--- config.mk ---
export PLATFORM = sky130hd
export DESIGN_NAME = one_hot_codec
export DESIGN_NICKNAME = d
export VERILOG_FILES = /design/src/rtl/one_hot_codec.sv
export SDC_FILE = /design/constraint.sdc
export NUM_CORES = 1
export LEC_CHECK = 0
export CORE_ASPECT_RATIO = 0.8
export CORE_MARGIN = 8
export CORE_UTILIZATION = 39
export DETAILED_ROUTE_END_ITERATION = 10
export PLACE_DENSITY = 0.74
export SYNTH_ARGS = -nofsm -noshare
export SYNTH_HDL_FRONTEND = slang
export SYNTH_SLANG_ARGS = --single-unit
--- constraint.sdc ---
create_clock -name clk -period 2 [get_ports clk]
set_clock_uncertainty 0.2 [all_clocks]
set_input_delay 0.3 -clock clk [delete_from_list [all_inputs] [get_ports clk]]
set_output_delay 0.3 -clock clk [all_outputs]
set_load 0.01 [all_outputs]
--- src/rtl/one_hot_codec.sv ---
// one_hot_codec: registered, bidirectional binary <-> one-hot codec on a
// valid/ready stream with a single output register and full backpressure.
//
// Build option: define ONE_HOT_ERR_CNT_EN to add a saturating 16-bit counter
// of accepted decode words that were not exactly one-hot (err_clr_i/err_cnt_o).
//
// Ports:
//   clk, rst      rising-edge clock, asynchronous active-high reset
//   mode_i        0 = encode (bin_i -> oh_o), 1 = decode (oh_i -> bin_o)
//   in_valid_i    input word valid
//   in_ready_o    input can be accepted this cycle (combinational)
//   bin_i, oh_i   binary / one-hot input words
//   out_valid_o   output register holds a result
//   out_ready_i   consumer takes the result
//   oh_o, bin_o   encoded / decoded result (the unused one reads zero)
//   err_o         decode input was not exactly one-hot
//   mode_o        mode of the word held in the output register
//   err_clr_i     (option) synchronous counter clear, wins over increment
//   err_cnt_o     (option) saturating count of decode errors
module one_hot_codec #(
  parameter int unsigned BIN_W = 4
) (
  input  logic                    clk,
  input  logic                    rst,
  input  logic                    mode_i,
  input  logic                    in_valid_i,
  output logic                    in_ready_o,
  input  logic [BIN_W-1:0]        bin_i,
  input  logic [(2**BIN_W)-1:0]   oh_i,
  output logic                    out_valid_o,
  input  logic                    out_ready_i,
  output logic [(2**BIN_W)-1:0]   oh_o,
  output logic [BIN_W-1:0]        bin_o,
  output logic                    err_o,
  output logic                    mode_o
`ifdef ONE_HOT_ERR_CNT_EN
  ,
  input  logic                    err_clr_i,
  output logic [15:0]             err_cnt_o
`endif
);

  localparam int unsigned OH_W = 2 ** BIN_W;

  logic             accept;
  logic [OH_W-1:0]  enc_oh;
  logic [BIN_W-1:0] dec_bin;
  logic             dec_err;

  // Output register is free when empty or being drained this cycle.
  assign in_ready_o = !out_valid_o || out_ready_i;
  assign accept     = in_valid_i && in_ready_o;

  assign enc_oh = OH_W'(1) << bin_i;

  // Lowest set bit wins; scanning downward leaves the lowest index last.
  always_comb begin
    dec_bin = '0;
    for (int i = int'(OH_W) - 1; i >= 0; i--) begin
      if (oh_i[i]) dec_bin = BIN_W'(i);
    end
  end

  // Not one-hot: zero, or more than one bit set.
  assign dec_err = (oh_i == '0) || ((oh_i & (oh_i - OH_W'(1))) != '0);

  // Output stage: load on accept, empty on drain, hold otherwise.
  always_ff @(posedge clk or posedge rst) begin
    if (rst) begin
      out_valid_o <= 1'b0;
      oh_o        <= '0;
      bin_o       <= '0;
      err_o       <= 1'b0;
      mode_o      <= 1'b0;
    end else if (accept) begin
      out_valid_o <= 1'b1;
      mode_o      <= mode_i;
      oh_o        <= mode_i ? '0 : enc_oh;
      bin_o       <= mode_i ? dec_bin : '0;
      err_o       <= mode_i && dec_err;
    end else if (out_ready_i) begin
      out_valid_o <= 1'b0;
    end
  end

`ifdef ONE_HOT_ERR_CNT_EN
  // Saturating decode-error counter; clear beats increment.
  always_ff @(posedge clk or posedge rst) begin
    if (rst) begin
      err_cnt_o <= '0;
    end else if (err_clr_i) begin
      err_cnt_o <= '0;
    end else if (accept && mode_i && dec_err && (err_cnt_o != 16'hFFFF)) begin
      err_cnt_o <= err_cnt_o + 16'd1;
    end
  end
`endif

endmodule

==> results of run 1 <==
-- routing by layer --
layer / vias to the layer above / wire [um] / global-route usage [%]
met5: - / 0 / 0
met4: 0 / 21 / 3.052
met3: 4 / 212 / 3.815
met2: 32 / 1827 / 25.81
met1: 577 / 1468 / 16.50
li1: 606 / - / -
-- per-stage QoR --
| stage | TNS (ps) | util (%) |
|---|---|---|
| final | 0 | 64.04 |
| after global routing | 0 | 64.04 |
| after CTS | 0 | 63.41 |
| after detailed placement | -320.8 | 61.90 |
| after global placement | -236.2 | 61.90 |
| after floorplan | 0 | - |
-- critical path: stages --
cell and delay, ps:
clkdlybuf4s50_1 420, or4_4 510, a221oi_2 250, a21oi_2 60, a211oi_2 190, a31oi_1 100
-- layout make-up --
class,count,area (sq um),share of cell area (%)
inverter,4,15.01,0.7828
clock buffer,4,45.04,2.348
multi-input combinational,91,579.3,30.20
tap,40,50.05,2.609
sequential,23,575.6,30.01
timing repair buffer,70,653.1,34.05
-- report_power, final --
part           total [uW]  switching [uW]  internal (uW)
Sequential            495            11.4            484
Combinational         242             110            132
Clock                 280             138            142
Total                1020             259            759
-- cells in the mapped netlist (3+ instances only) --
cell      instances  area (sq um)
nor2_1           11         41.29
o21ai_0           7         35.03
a22o_1            6         52.55
a32o_1            6         60.06
dfrtp_1          23         575.6
buf_1             4         15.01
nand2b_1          6         37.54
inv_1             4         15.01
nand2_1          13         48.80
nor4_1            7         43.79
a21oi_1           8         40.04
o31ai_1           3         22.52
nor2b_1           3         18.77
-- kinds of logic (layout without fill, tap and decap cells) --
family / Yosys count / count (layout) / synth area share (%)
AO/OA/AOI/OAI: 41 / 41 / 25.69
flip-flops: 23 / 23 / 48.83
multiplexers: 2 / 2 / 1.699
AND/OR/NAND/NOR: 48 / 48 / 20.81
buffers and inverters: 9 / 78 / 2.971
-- worst paths after layout --
check / depth (start not counted) / end / slack (ps) / start
worst max register to register: 5 / oh_o[13] / 370 / out_valid_o
worst max-delay path: 6 / err_o / 110 / oh_i[1]
max in group asynchronous: 3 / oh_o[12] / 1210 / rst
worst min register to register: 1 / mode_o / 280 / mode_o
min in group clk: 4 / bin_o[0] / 260 / oh_i[2]
worst min-delay path: 3 / mode_o / 170 / rst
-- registers in the layout (all words and copies together) (netlist names) --
signal,count
bin_o,4
err_o,1
mode_o,1
oh_o,16
out_valid_o,1
-- repair_timing --
item                       CTS  global route
buffers inserted             0             0
resized for setup            0             6
setup endpoints to repair    0             2
-- cell usage in the layout, fill, tap and decap left out, types with 3 or more instances in the layout --
master,n
dfrtp_1,23
nor2b_1,3
a22o_1,6
a32o_1,6
nor4_1,7
nand2_1,13
o21ai_0,7
a21oi_1,7
dlymetal6s2s_1,3
inv_1,4
o31ai_1,3
buf_4,22
clkdlybuf4s50_1,45
clkbuf_8,3
nor2_1,10
nand2b_1,6
==> reports/results.tsv, run 1 <==
metric	value	unit
dp_hpwl	2924	um
netlist_instances	123	
async_reset_ff_share	100.0	%
hp-class	input port to asynchronous set/reset pin	
n_fill_cell	249	
ir_drop	0.5879	mV
clk_latency	260	ps
viasPerCell	5.254	
leakage	0.0008443	uW
rsz0062_at_grt	false	
cts_buffers	3	
first_global_vias	1225	
gr-total-overflow	0	
grt_max_degree	24	
dp_slack	-265.0	ps
hold_buffers	0	
fp.coreArea	2995	sq um
cts-htree-levels	1	
track_usage	14.22	%
avgSynthCellArea	9.582	sq um
finalNetCount	218	
maxCapViolCount	0	
cts_buffer_depth	2	
drt_iter0_drc	80	
area_growth	62.74	%
wl	3529	um
grt_pass1_wl	5858	um
clk_transition_reported_paths	70	ps
finalSetupViolCount	0	
fp.dieW	77.46	um
cellPowerDensity	530.3	nW/um^2
yosys_warnings	0	
rows	18	
status	finished, final reports clean	
period_needed	1888	ps
path_class	input port to flop	
placed_area	1854	sq um
maxSlewViolCount	0	
cts_tree	yes	
vias	1219	
fin_cells	232	
syn_nets	148	
endpoint_kind	flop	
io_pins	49	
ys_types	30	
cp_max_fo	3	
dp.cells	228	
tightestPinTransition	328.1	ps
drc	0	
crit_path_start_kind	input port	
yosys_register_bits	23	
p_total	1017	uW
hold_violations	0	
relSlewSlack	77.93	%
synth_edf_count	0	
fp.dieH	65.17	um
fin_crit_sh	94.38	%
drive_gt1_share	15.63	%
netlist_area	1179	sq um
antenna_left	0	
clock_sinks	23	
dr.pass1.iters	4	
worstPathRequired	1940	ps
max_freq	529.8	MHz
antenna_cells	0	
synth.yosys.seq_area_share	48.83	%
fin_hold_ws	165.3	ps
initial_core_util	39.35	%
root_buffer	clkbuf_8	
io_buffers	48	
final_area	1918	sq um
ys.flop_type	dfrtp_1	
antenna_found_initial	0	
setup_ws	112.4	ps
wl_per_cell	15.21	um
worstPathArrival	1830	ps
dieArea	5048	sq um
routabilityCongestion	0.8403	
Note: power is estimated with default switching activity, not from simulation.
==> run 2, diff against run 1 <==
Settings changed: CORE_ASPECT_RATIO 0.8 to 1.2, CORE_UTILIZATION 39 to 33, PLACE_DENSITY 0.74 to 0.64.
==> reports/results.tsv, run 2 (synthesis results as in run 1) <==
metric	value	unit
status	finished, final reports clean	
fp.coreArea	3513	sq um
grt_max_degree	24	
worstPathRequired	1940	ps
r2r_slack	290	ps
period_needed	1958	ps
drive_gt1_share	19.39	%
r2r_start	out_valid_o	
vias	1284	
cellPowerDensity	516.7	nW/um^2
area_growth	68.58	%
final_common_cell	clkdlybuf4s50_1	
wl	3837	um
r2r-end	oh_o[13]	
crit_chain	clkdlybuf4s50_1, or4_4, a221oi_4, a21oi_2, a211oi_2, a31oi_1	
hold_violations	0	
antenna_cells	0	
cp_slowest_cell	or4_4	
clk_transition_reported_paths	80	ps
endpoint_kind	flop	
dr.pass1.iters	4	
cts_tree	yes	
worstSetupStartpoint	oh_i[1]	
root_buffer	clkbuf_8	
finish.utilization	56.55	%
final_area	1987	sq um
crit_path_start_kind	input port	
crit_cells	6	
ir_drop	0.3506	mV
layout_common_cells	clkdlybuf4s50_1 (45), buf_4 (26), dfrtp_1 (23), nand2_1 (13), nor2_1 (10)	
maxCapViolCount	0	
regMostFlops	oh_o	
largestRegisters	oh_o: 16 flops, bin_o: 4 flops	
cp_max_fo	3	
drt_iter0_drc	82	
leakage	0.0008812	uW
first_global_vias	1344	
cts_buffer_depth	2	
fp.dieH	81.47	um
dp_hpwl	3070	um
ff2ff_path_depth	5	
largest_register_ffs	16	
rows	24	
maxSlewViolCount	0	
gr-total-overflow	0	
antenna_found_initial	0	
critical_path_buf_inv_count	1	
max_stage_delay	540	ps
clock_sinks	23	
io_buffers	48	
worstPathArrival	1900	ps
placed_area	1876	sq um
wl_per_cell	16.33	um
fp.dieW	70.56	um
finalSetupViolCount	0	
clk_latency	250	ps
max_freq	510.7	MHz
initial_core_util	33.55	%
antenna_left	0	
dp_slack	-282.1	ps
relSlewSlack	75.53	%
critical_path.top_delay_family	compound AO/OA/AOI/OAI gates	
io_pins	49	
cts_buffers	3	
hp-class	input port to asynchronous set/reset pin	
endpoint	err_o	
cts-htree-levels	1	
routabilityCongestion	0.9107	
path_class	input port to flop	
setup_ws	41.74	ps
dieArea	5748	sq um
rsz0062_at_grt	true	
drc	0	
tightestPinTransition	367.0	ps
viasPerCell	5.464	
finalNetCount	222	
track_usage	12.56	%
fin_crit_sh	97.91	%
grt_pass1_wl	5947	um
## run 2: worst min path at each step
stage	start	cells after the start	slack [ps]	to
floorplan	rst	1	100	bin_o[0]
CTS	rst	3	180	oh_o[7]
global placement	oh_o[11]	2	260	oh_o[11]
global route	rst	3	230	mode_o
detailed placement	mode_o	1	270	mode_o
finish	rst	3	170	oh_o[7]
## run 2: final cells by class
type | instances | area (sq um)
well taps | 39 | 48.80
fillers | 338 | 1526
multi-input cells | 91 | 619.3
inverters | 4 | 15.01
flip-flops and latches | 23 | 575.6
repair buffers | 74 | 683.2
clock buffers | 4 | 45.04
## run 2: repair_timing
action,CTS,global route
pin swaps,1,6
gates resized for setup,0,12
hold endpoints to repair,0,0
cloned,0,0
setup endpoints to repair,1,3
hold buffers,0,0
setup buffers,0,1
## run 2: stage by stage
step / power (uW) / cells / TNS, ps / hold WS, ps
after global placement: 747.3 / 230 / -400.5 / 260.4
after global routing: 1075 / 235 / -56.62 / 225.8
after CTS: 1031 / 234 / 0 / 180.2
after detailed placement: 752.8 / 230 / -546.2 / 269.4
after floorplan: 589.2 / 123 / 0 / 101.9
final: 1027 / 235 / 0 / 172.8
## run 2: per-layer routing
metal | global-route usage, % | vias to the layer above | part of all wire [%]
met2 | 22.57 | 52 | 51
met4 | 5.523 | 0 | 1.3
met3 | 4.106 | 6 | 7.9
li1 | - | 613 | -
met1 | 13.27 | 613 | 39
met5 | 0 | - | 0
## run 2: report_power, final
part	switching, uW	total, uW	internal (uW)
sequential	11.0	495	484
combinational	118	257	139
clock	133	275	142
## run 2: worst register-to-register path, cell delays in order, from the launching register on
cell and delay, ps:
dfrtp_1 400, nand2b_1 150, nand2_1 240, nor4b_1 310, buf_4 190, a32o_1 160
==> run 3, diff against run 2 <==
Settings changed: RECOVER_POWER set to 25.
==> reports/results.tsv, run 3 (synthesis results as in run 1) <==
metric	value	unit
viasPerCell	5.464	
worstPathRequired	1940	ps
crit_chain	clkdlybuf4s50_1, or4_4, a221oi_4, a21oi_2, a211oi_2, a31oi_1	
initial_core_util	33.55	%
routabilityCongestion	0.9107	
fp.dieH	81.47	um
wl	3835	um
final_common_cell	clkdlybuf4s50_1	
fin_cells	235	
hold_violations	0	
rows	24	
fp.dieW	70.56	um
cellPowerDensity	517.2	nW/um^2
tightestPinTransition	1216	ps
cts_buffer_depth	2	
antenna_cells	0	
io_buffers	48	
period_needed	1958	ps
maxCapViolCount	0	
first_global_vias	1344	
dp.cells	230	
fin_crit_sh	97.91	%
critical_path.top_delay_family	compound AO/OA/AOI/OAI gates	
p_total	1026	uW
critical_path_buf_inv_count	1	
cts-htree-levels	1	
grt_max_degree	24	
finalNetCount	222	
cp_slowest_cell	or4_4	
drc	0	
leakage	0.0008776	uW
drive_gt1_share	18.88	%
max_freq	510.7	MHz
cts_buffers	3	
dr.pass1.iters	4	
gr-total-overflow	0	
antenna_found_initial	0	
path_class	input port to flop	
grt_pass1_wl	5947	um
maxSlewViolCount	0	
rsz0062_at_grt	true	
dieArea	5748	sq um
largest_register_ffs	16	
track_usage	12.56	%
worstPathArrival	1900	ps
status	finished, final reports clean	
crit_cells	6	
hold_depth	4	
endpoint_kind	flop	
ff2ff_path_depth	5	
r2r_slack	290	ps
cp_max_fo	3	
crit_path_start_kind	input port	
relSlewSlack	18.95	%
antenna_left	0	
vias	1284	
cts_tree	yes	
layout_common_cells	clkdlybuf4s50_1 (45), buf_4 (25), dfrtp_1 (23), nand2_1 (13), nor2_1 (10)	
area_growth	68.26	%
hp-class	input port to flop	
largestRegisters	oh_o: 16 flops, bin_o: 4 flops	
regMostFlops	oh_o	
clock_sinks	23	
fin_hold_ws	275.0	ps
ir_drop	0.3506	mV
io_pins	49	
fp.coreArea	3513	sq um
clk_transition_reported_paths	80	ps
dp_hpwl	3070	um
max_stage_delay	540	ps
finalSetupViolCount	0	
wl_per_cell	16.32	um
setup_tns	0	ps
clk_latency	250	ps
drt_iter0_drc	82	
root_buffer	clkbuf_8	
-- run 3: repair_timing --
| action | in CTS | in global routing |
|---|---|---|
| pin swaps | 1 | 6 |
| setup endpoints to repair | 1 | 3 |
| gates resized for setup | 0 | 12 |
| setup buffers | 0 | 1 |
| hold buffers | 0 | 0 |
-- run 3: power by group --
part,internal (uW),leakage [uW],switching (uW),total (uW)
Sequential,484,0.000312,11.0,495
Combinational,138,0.000543,118,256
Clock,142,0.0000228,133,275
-- run 3: worst paths after layout --
path | end | from
min | bin_o[0] | oh_i[2]
min reg2reg | oh_o[14] | oh_o[14]
max reg2reg | oh_o[13] | out_valid_o
max | err_o | oh_i[1]
min in group asynchronous | oh_o[7] | rst
max in group asynchronous | bin_o[2] | rst
-- run 3: worst reg2reg max path: cells and delay by family, from the launching register on --
kind / cells / cell delay, ps
AO/OA/AOI/OAI: 1 / 160
buffers and inverters: 1 / 190
flip-flops: 1 / 400
AND/OR/NAND/NOR: 3 / 700
-- run 3: cell type report --
class                      count  area (sq um)
timing repair buffer          74         679.4
clock buffer                   4         45.04
sequential                    23         575.6
inverter                       4         15.01
multi-input combinational     91         619.3
fill                         340          1530
tap                           39         48.80
-- run 3: through the flow --
step           utilization [%]  setup WS (ps)  cell area (sq um)
3_3_place_gp             53.38         -230.4               1876
5_1_grt                  56.45         -56.62               1983
6_report                 56.45          41.79               1983
2_1_floorplan                -          256.4               1179
3_5_place_dp             53.38         -282.1               1876
4_1_cts                  54.67         0.8060               1921
-- run 3: routing by layer --
| metal | global-route usage (%) | vias to the layer above | routed length [um] |
|---|---|---|---|
| li1 | - | 612 | - |
| met1 | 13.27 | 614 | 1503 |
| met2 | 22.57 | 52 | 1975 |
| met3 | 4.106 | 6 | 304 |
| met4 | 5.523 | 0 | 51 |
| met5 | 0 | - | 0 |
